**config.mk**
```make
export PLATFORM = sky130hd
export DESIGN_NAME = i2c_target
export DESIGN_NICKNAME = d
export VERILOG_FILES = /design/src/rtl/i2c_target.sv
export SDC_FILE = /design/constraint.sdc
export NUM_CORES = 1
export LEC_CHECK = 0
export CORE_MARGIN = 2
export CORE_UTILIZATION = 29
export CTS_CLUSTER_DIAMETER = 60
export CTS_CLUSTER_SIZE = 8
export DETAILED_ROUTE_END_ITERATION = 10
export GPL_TIMING_DRIVEN = 0
export MAX_ROUTING_LAYER = met4
export PLACE_DENSITY = 0.44
export SETUP_SLACK_MARGIN = 0.05
export SYNTH_ARGS = -nofsm -noshare
export SYNTH_HDL_FRONTEND = slang
export SYNTH_SLANG_ARGS = --single-unit
```
**constraint.sdc**
```tcl
create_clock -name clk -period 4.15 [get_ports clk]
set_input_delay 0.83 -clock clk [delete_from_list [all_inputs] [get_ports clk]]
set_output_delay 0.83 -clock clk [all_outputs]
set_load 0.005 [all_outputs]
```
**src/rtl/i2c_target.sv**
```systemverilog
// I2C target responder: filtered SCL/SDA front end, START/STOP detection,
// 7-bit address match and a byte-stream write/read interface.
module i2c_target #(
    parameter logic [6:0] ADDR        = 7'h42,
    parameter int         SYNC_STAGES = 2,
    parameter int         FILTER_LEN  = 3
) (
    input  logic       clk,
    input  logic       rst,
    input  logic       scl_in,
    input  logic       sda_in,
    output logic       sda_oe,
    output logic [7:0] wr_data,
    output logic       wr_valid,
    input  logic       wr_ready,
    output logic       rd_req,
    input  logic [7:0] rd_data,
    output logic       rd_nack,
    output logic       start_det,
    output logic       stop_det,
    output logic       busy
);

    typedef enum logic [2:0] {
        S_IDLE, S_ADDR, S_ADDR_ACK, S_WR_BYTE,
        S_WR_ACK, S_RD_BYTE, S_RD_ACK, S_IGNORE
    } state_t;

    localparam logic [3:0] FLEN = 4'(FILTER_LEN);

    logic [SYNC_STAGES-1:0] scl_sync_q, sda_sync_q;
    logic [3:0] scl_cnt_q, sda_cnt_q;
    logic scl_f_q, sda_f_q, scl_p_q, sda_p_q;
    logic scl_s, sda_s;
    logic ev_start, ev_stop, ev_rise, ev_fall;

    state_t     state_q, state_d;
    logic [7:0] shift_q, shift_d;
    logic [2:0] bitcnt_q, bitcnt_d;
    logic       oe_q, oe_d;
    logic       busy_q, busy_d;
    logic [7:0] wdata_q, wdata_d;
    logic       wvalid_q, wvalid_d;
    logic       rreq_q, rreq_d;
    logic       rnack_q, rnack_d;
    logic       start_q, start_d;
    logic       stop_q, stop_d;
    logic       rw_q, rw_d;
    logic       phase_q, phase_d;
    logic       ack_q, ack_d;

    assign scl_s = scl_sync_q[SYNC_STAGES-1];
    assign sda_s = sda_sync_q[SYNC_STAGES-1];

    // Synchronise pins; idle-high reset avoids a false STOP after reset.
    always_ff @(posedge clk or posedge rst) begin
        if (rst) begin
            scl_sync_q <= '1;
            sda_sync_q <= '1;
        end else begin
            scl_sync_q <= {scl_sync_q[SYNC_STAGES-2:0], scl_in};
            sda_sync_q <= {sda_sync_q[SYNC_STAGES-2:0], sda_in};
        end
    end

    // Glitch filter: level follows only after FILTER_LEN differing samples.
    always_ff @(posedge clk or posedge rst) begin
        if (rst) begin
            scl_cnt_q <= '0;
            sda_cnt_q <= '0;
            scl_f_q   <= 1'b1;
            sda_f_q   <= 1'b1;
            scl_p_q   <= 1'b1;
            sda_p_q   <= 1'b1;
        end else begin
            scl_p_q <= scl_f_q;
            sda_p_q <= sda_f_q;
            if (scl_s == scl_f_q) begin
                scl_cnt_q <= '0;
            end else if (scl_cnt_q + 4'd1 == FLEN) begin
                scl_f_q   <= scl_s;
                scl_cnt_q <= '0;
            end else begin
                scl_cnt_q <= scl_cnt_q + 4'd1;
            end
            if (sda_s == sda_f_q) begin
                sda_cnt_q <= '0;
            end else if (sda_cnt_q + 4'd1 == FLEN) begin
                sda_f_q   <= sda_s;
                sda_cnt_q <= '0;
            end else begin
                sda_cnt_q <= sda_cnt_q + 4'd1;
            end
        end
    end

    assign ev_start = scl_f_q & scl_p_q & sda_p_q & ~sda_f_q;
    assign ev_stop  = scl_f_q & scl_p_q & ~sda_p_q & sda_f_q;
    assign ev_rise  = scl_f_q & ~scl_p_q;
    assign ev_fall  = ~scl_f_q & scl_p_q;

    // Protocol state and datapath registers.
    always_ff @(posedge clk or posedge rst) begin
        if (rst) begin
            state_q  <= S_IDLE;
            shift_q  <= '0;
            bitcnt_q <= '0;
            oe_q     <= 1'b0;
            busy_q   <= 1'b0;
            wdata_q  <= '0;
            wvalid_q <= 1'b0;
            rreq_q   <= 1'b0;
            rnack_q  <= 1'b0;
            start_q  <= 1'b0;
            stop_q   <= 1'b0;
            rw_q     <= 1'b0;
            phase_q  <= 1'b0;
            ack_q    <= 1'b0;
        end else begin
            state_q  <= state_d;
            shift_q  <= shift_d;
            bitcnt_q <= bitcnt_d;
            oe_q     <= oe_d;
            busy_q   <= busy_d;
            wdata_q  <= wdata_d;
            wvalid_q <= wvalid_d;
            rreq_q   <= rreq_d;
            rnack_q  <= rnack_d;
            start_q  <= start_d;
            stop_q   <= stop_d;
            rw_q     <= rw_d;
            phase_q  <= phase_d;
            ack_q    <= ack_d;
        end
    end

    // Next-state: bus events first, then per-state bit handling.
    always_comb begin
        state_d  = state_q;
        shift_d  = shift_q;
        bitcnt_d = bitcnt_q;
        oe_d     = oe_q;
        busy_d   = busy_q;
        wdata_d  = wdata_q;
        rw_d     = rw_q;
        phase_d  = phase_q;
        ack_d    = ack_q;
        wvalid_d = 1'b0;
        rreq_d   = 1'b0;
        rnack_d  = 1'b0;
        start_d  = 1'b0;
        stop_d   = 1'b0;
        if (rreq_q) shift_d = rd_data;
        if (ev_start) begin
            start_d  = 1'b1;
            oe_d     = 1'b0;
            bitcnt_d = 3'd7;
            busy_d   = 1'b0;
            state_d  = S_ADDR;
        end else if (ev_stop) begin
            stop_d   = 1'b1;
            oe_d     = 1'b0;
            bitcnt_d = 3'd7;
            busy_d   = 1'b0;
            state_d  = S_IDLE;
        end else begin
            unique case (state_q)
                S_IDLE: ;
                S_ADDR: if (ev_rise) begin
                    shift_d  = {shift_q[6:0], sda_f_q};
                    bitcnt_d = bitcnt_q - 3'd1;
                    if (bitcnt_q == 3'd0) begin
                        phase_d = 1'b0;
                        rw_d    = sda_f_q;
                        if (shift_q[6:0] == ADDR) begin
                            busy_d  = 1'b1;
                            state_d = S_ADDR_ACK;
                        end else begin
                            state_d = S_IGNORE;
                        end
                    end
                end
                S_ADDR_ACK: begin
                    if (ev_fall && !phase_q) begin
                        oe_d    = 1'b1;
                        phase_d = 1'b1;
                    end else if (ev_rise && phase_q && rw_q) begin
                        rreq_d = 1'b1;
                    end else if (ev_fall && phase_q) begin
                        bitcnt_d = 3'd7;
                        phase_d  = 1'b0;
                        if (rw_q) begin
                            oe_d    = ~shift_q[7];
                            state_d = S_RD_BYTE;
                        end else begin
                            oe_d    = 1'b0;
                            state_d = S_WR_BYTE;
                        end
                    end
                end
                S_WR_BYTE: if (ev_rise) begin
                    shift_d  = {shift_q[6:0], sda_f_q};
                    bitcnt_d = bitcnt_q - 3'd1;
                    if (bitcnt_q == 3'd0) begin
                        phase_d = 1'b0;
                        ack_d   = wr_ready;
                        if (wr_ready) begin
                            wdata_d  = {shift_q[6:0], sda_f_q};
                            wvalid_d = 1'b1;
                        end
                        state_d = S_WR_ACK;
                    end
                end
                S_WR_ACK: if (ev_fall) begin
                    if (!phase_q) begin
                        oe_d    = ack_q;
                        phase_d = 1'b1;
                    end else begin
                        oe_d     = 1'b0;
                        phase_d  = 1'b0;
                        bitcnt_d = 3'd7;
                        state_d  = S_WR_BYTE;
                    end
                end
                S_RD_BYTE: if (ev_fall) begin
                    if (phase_q) begin
                        oe_d     = ~shift_q[7];
                        bitcnt_d = 3'd7;
                        phase_d  = 1'b0;
                    end else if (bitcnt_q == 3'd0) begin
                        oe_d    = 1'b0;
                        state_d = S_RD_ACK;
                    end else begin
                        bitcnt_d = bitcnt_q - 3'd1;
                        oe_d     = ~shift_q[bitcnt_q - 3'd1];
                    end
                end
                S_RD_ACK: if (ev_rise) begin
                    if (!sda_f_q) begin
                        rreq_d  = 1'b1;
                        phase_d = 1'b1;
                        state_d = S_RD_BYTE;
                    end else begin
                        rnack_d = 1'b1;
                        busy_d  = 1'b0;
                        state_d = S_IGNORE;
                    end
                end
                S_IGNORE: oe_d = 1'b0;
                default: state_d = S_IDLE;
            endcase
        end
    end

    assign sda_oe    = oe_q;
    assign wr_data   = wdata_q;
    assign wr_valid  = wvalid_q;
    assign rd_req    = rreq_q;
    assign rd_nack   = rnack_q;
    assign start_det = start_q;
    assign stop_det  = stop_q;
    assign busy      = busy_q;

endmodule

```
**Yosys cells after proc, flatten, opt, wreduce, memory -nomap -nowiden**

Cells that the tools add are included.

- Add/sub/neg operators: 3
- Magnitude comparators: 1
- Eq/ne operators: 39
- Mux-type cells: 94
- Bitwise gates (word level): 17
- Reduce and logical (&&, ||, !) cells: 22

Operator list:

| cell | count |
|---|---|
| two-way mux 3 bit | 28 |
| inequality test 4 bit, second input constant | 15 |
| two-way mux 1 bit | 49 |
| two-way mux 8 bit | 5 |
| case mux 3 bit (6 select lines) | 1 |
| two-way mux 4 bit | 4 |
| inequality test 5 bit, second input constant | 3 |
| AND reduction 5 bit | 3 |
| AND reduction 14 bit | 1 |
| == test 3 bit, second input constant | 4 |
| case mux 3 bit (4 select lines) | 1 |
| AND reduction 6 bit | 2 |
| nonzero test 6 bit | 2 |
| AND reduction 11 bit | 1 |
| inverter 1 bit | 10 |
| AND reduction 9 bit | 1 |
| adder 4 x 1 -> 4 bit, second input constant | 2 |
| == test 4 x 2 -> 1 bit, second input constant | 2 |
| inequality test 2 bit, second input constant | 4 |
| nonzero test 8 bit | 1 |
| AND 1 bit | 7 |
| == test 7 bit, second input constant | 1 |
| == test 3 x 2 -> 1 bit, second input constant | 2 |
| inequality test 3 bit, second input constant | 2 |
| 18 further kinds | 25 |

- Flip-flop bits (word level): 48
- Output and inout bits: 15
- Logic and storage cells: 198

**Longest topological paths before layout**

- Depth in word-level cells: 10
- Gate-level depth with buffers: 7
- Mapped depth without buffers: 7

**Worst setup path before layout**

No wires, ideal clock.

- Path kind: flip-flop to flip-flop
- Start point: reg bitcnt_q[0]
- End point: reg oe_q, in the netlist sda_oe
- Setup time: 0.077 ns
- Arrival time: 1.911 ns
- Required time: 4.073 ns
- Setup slack: 2.161 ns
- Cell stages (with the launch flop): 8
- Buffers on the path: 0
- Period minus slack after synthesis: 1.989 ns
- Path through: dfrtp_1 inv_1 ha_1 mux4_2 mux2_2 nor4_1 o21ai_1 a21oi_1

- Longest elaborated chain between the ends: 10
- Elaborated cells on any way between the ends: 11

RTL lines:

| what | line | text |
|---|---|---|
| start: declaration | 39 | `logic [2:0] bitcnt_q, bitcnt_d;` |
| start signal: assignment | 122 | `bitcnt_q <= bitcnt_d;` |
| subtractor 3 x 1 -> 3 bit | 235 | `oe_d = ~shift_q[bitcnt_q - 3'd1];` |
| binary-select mux 1 bit (select 3 bit) | 235 |  |
| two-way mux 1 bit (implied by the code) | 235 |  |
| inverter 1 bit | 235 |  |
| two-way mux 1 bit * | 230 | `end else if (bitcnt_q == 3'd0) begin` |
| two-way mux 1 bit * | 226 | `if (phase_q) begin` |
| two-way mux 1 bit * | 225 | `S_RD_BYTE: if (ev_fall) begin` |
| case mux 1 bit (4 select lines) * | 167 | `unique case (state_q)` |
| two-way mux 1 bit * | 160 | `end else if (ev_stop) begin` |
| two-way mux 1 bit * | 154 | `if (ev_start) begin` |
| end signal: assignment | 108 | `oe_q <= 1'b0;` |
| end signal: assignment | 123 | `oe_q <= oe_d;` |
| end: declaration | 40 | `logic oe_q, oe_d;` |

Mark *: on every way between the ends. The rest lies on a longest branch, timed or not. The select of a mux whose other input is x is not followed.
A chain may end at the register's enable or synchronous reset.

**Worst setup path after layout**

Same ends and word-level chain as after synthesis.

==> metrics.csv <==
metric;value;unit
largest net degree at the start of global routing;33;
Core Util, Final;35.86;%
predominant post-synthesis flop cell;dfrtp_1;
worst hold path type;reg -> reg;
PwrDens;633.2;mW/mm^2
Port Buf Inserts;27;
DRC;0;
crit-path max cell delay;0.50;ns
worst slew pin tran;0.5884;ns
sequential-to-total area share from yosys stat;45.75;%
Tmin final;2.213;ns
Synth area leader;dfrtp_1;
leading post-synthesis cells by cell area;dfrtp_1 (38%), dfstp_2 (7.9%), mux2_2 (5.1%), mux2i_1 (3.4%), o21ai_0 (3.4%);
critical-path cell list;inv_1 > ha_1 > mux4_2 > mux2_2 > nor4_1 > o21ai_1 > a21oi_1;
Initial Utilization;30.07;%
first-pass GRT wire length;10800;um
Final Hold Viols;0;
layout cells sized above 1;16.72;%
CTS buffer count;5;
peak supply drop;0.2041;mV
Post-synth EDFFs;0;
DR iter-0 viols;139;
Area Overhead vs Synth;19.28;%
Slew Limit Fails;0;
Die Area;0.009910;mm^2
global route overflow;0;
CTS tree;done;
Longest Clk Path Bufs;2;
met3 wire length;182;um
Post-Route WL;6301;um
P_leak;1.303;nW
Ys Warns;0;
fmax;451.9;MHz
Syn Inst Count;263;
core area;0.008806;mm^2
Root Buffer;clkbuf_8;
Chip Width;99.55;um
Reg2Reg Depth;7;
worst clock skew;0.009638;ns
WL met2;2974;um
Layout fillers;899;
wire per inst;15.48;um
fin nets;317;
post-route ant nets;0;
setup TNS;0;ns
Hold Buf Count CTS;0;
critical path class;reg -> reg;
crit-path max FO;4;
clock sink count;48;
Setup Buffers After CTS;0;
worst hold slack;0.3610;ns
DPL Wire Length;4644;um
Synth Register Bits;48;
max_slew headroom;60.65;%
CP endpoint kind;flop;
final setup vio count;0;
Worst EP required;4.37;ns
FF-to-FF Start;bitcnt_q[0]$_DFFE_PP0P_;
Crit path arrival time;2.44;ns
Critical Path Start Type;flop;
Max Cap Viol;0;
Tcrit/Tclk final;53.33;%
total vias in the final route;2058;
outcome;finished clean;
WHS Path Cells;0;
crit path launch;bitcnt_q[0]$_DFFE_PP0P_;
Distinct cells, synth;56;
RD Place Congestion;0.8368;
unrepaired setup endpoints after global routing;no;
clk slew on worst S/H paths;0.09;ns
routed vias/inst;5.057;
area fraction of the dominant cell type after synthesis;37.81;%
top layer reached by signal wires;met4;
CTS H-tree lvls;2;
async set-or-reset flop fraction in the synthesized netlist;100.0;%
worst hold start;sda_sync_q[0]$_DFF_PP1_;
vias in the first global route;2067;
multi-input logic area;0.001309;mm^2
# IOs;28;
initial antenna violation count;0;
Worst-Skew Late Latency;0.30;ns
slowest CP cell;mux4_2;
Reg area;0.001211;mm^2
synthesized area;0.002648;mm^2
M1 WL;3093;um
chip height;99.55;um
n_diodes;0;
syn nets;282;
Mean Syn Cell Area;10.07;um^2
post_cts resized;0;
drt first pass iters;4;
Tot GR Track Use;14.27;%
Rows;34;
-- metrics by stage --
step	power, mW	worst slack [ns]	area (um^2)	instances
CTS	2.028	1.920	3158	407
detailed placement	1.728	1.740	3073	399
finish	2.000	1.937	3158	407
global route	2.186	1.724	3158	407
floorplan	1.458	2.162	2648	263
global placement	1.726	1.128	3053	398
-- layer usage --
metal,vias up,GRT usage [%]
met3,5,2.389
met5,-,-
met4,0,3.372
li1,1013,-
met1,997,19.59
met2,43,22.14
-- Yosys cell counts, drive strengths merged, types with 2 or more instances --
master	instances
nand2	19
nor2	22
ha	6
mux2	14
mux4	2
o21ai	21
nor2b	7
dfrtp	40
a21oi	12
xor2	4
o22ai	3
o211ai	3
xnor2	6
nand3b	2
nand2b	4
mux2i	9
o311a	2
a21o	3
a31oi	4
a32o	2
o21bai	3
nand4	5
a211oi	3
nor3	6
inv	14
buf	9
nor3b	3
dfstp	8
or2	2
clkbuf	6
nand3	8
-- layout make-up --
type	instances	share of cell area, %
Buffer	15	2.377
Clock buffer	7	2.417
Clock inverter	1	0.2773
Inverter	14	1.664
Multi-Input combinational cell	186	41.44
Sequential cell	48	38.35
Tap cell	108	4.279
Timing Repair Buffer	28	9.192
-- flip-flops by register name (all words and copies together), names as in the netlist, 2 cells and up --
| register | count |
|---|---|
| bitcnt_q | 3 |
| shift_q | 8 |
| sda_sync_q | 2 |
| wr_data | 8 |
| state_q | 3 |
| scl_cnt_q | 4 |
| sda_cnt_q | 4 |
| scl_sync_q | 2 |
-- kinds of logic after synthesis --
logic type / share of synthesized area, %
AOI/OAI and AO/OA: 15.03
and+or+nand+nor: 17.06
DFF: 45.75
muxes: 11.20
xor gates and xnor gates: 3.308
buffers and inverters: 4.820
adders and majority gates: 2.835
-- critical path, delay by kind of cell (launching register included) --
kind,cells,cell delay (ns)
and+or+nand+nor,1,0.18
AOI/OAI and AO/OA,2,0.29
adders and majority gates,1,0.36
DFF,1,0.44
muxes,2,0.78
buffers and inverters,1,0.10
-- worst paths after layout --
check | to | slack (ns)
setup reg to reg | sda_oe$_DFFE_PP0P_ | 1.94
min in group asynchronous | sda_cnt_q[3]$_DFF_PP0_ | 0.81
hold / removal | sda_sync_q[1]$_DFF_PP1_ | 0.36
max in group asynchronous | sda_sync_q[0]$_DFF_PP1_ | 2.78
setup / recovery | sda_oe$_DFFE_PP0P_ | 1.94
hold reg to reg | sda_sync_q[1]$_DFF_PP1_ | 0.36
-- report_power, final --
part | leakage [nW] | internal (mW) | total [mW] | switching [mW]
clock | 0.0424 | 0.121 | 0.284 | 0.163
combinational | 0.665 | 0.440 | 0.957 | 0.517
sequential | 0.595 | 0.615 | 0.759 | 0.144
-- cells in the final DEF, fill, tap and decap left out, types with 2 or more instances in the layout --
master	instances
nand4_1	5
nor3b_1	2
inv_2	2
o21bai_1	3
o21ai_0	18
o211ai_1	3
nand3b_1	2
mux2i_1	9
a21o_1	3
clkbuf_8	5
ha_1	6
clkbuf_1	8
xnor2_1	6
a211oi_1	3
inv_1	12
mux2_2	12
nand3_1	8
dfstp_2	8
dfrtp_1	40
xor2_1	4
a21oi_1	11
nor3_1	4
buf_2	6
nor2b_1	6
nor2_1	22
mux4_2	2
o311a_1	2
nand2b_1	3
o22ai_1	3
o21ai_1	3
nor3_2	2
clkdlybuf4s50_1	27
a31oi_1	4
nand2_1	19
Power figures use the tool's default switching activity.
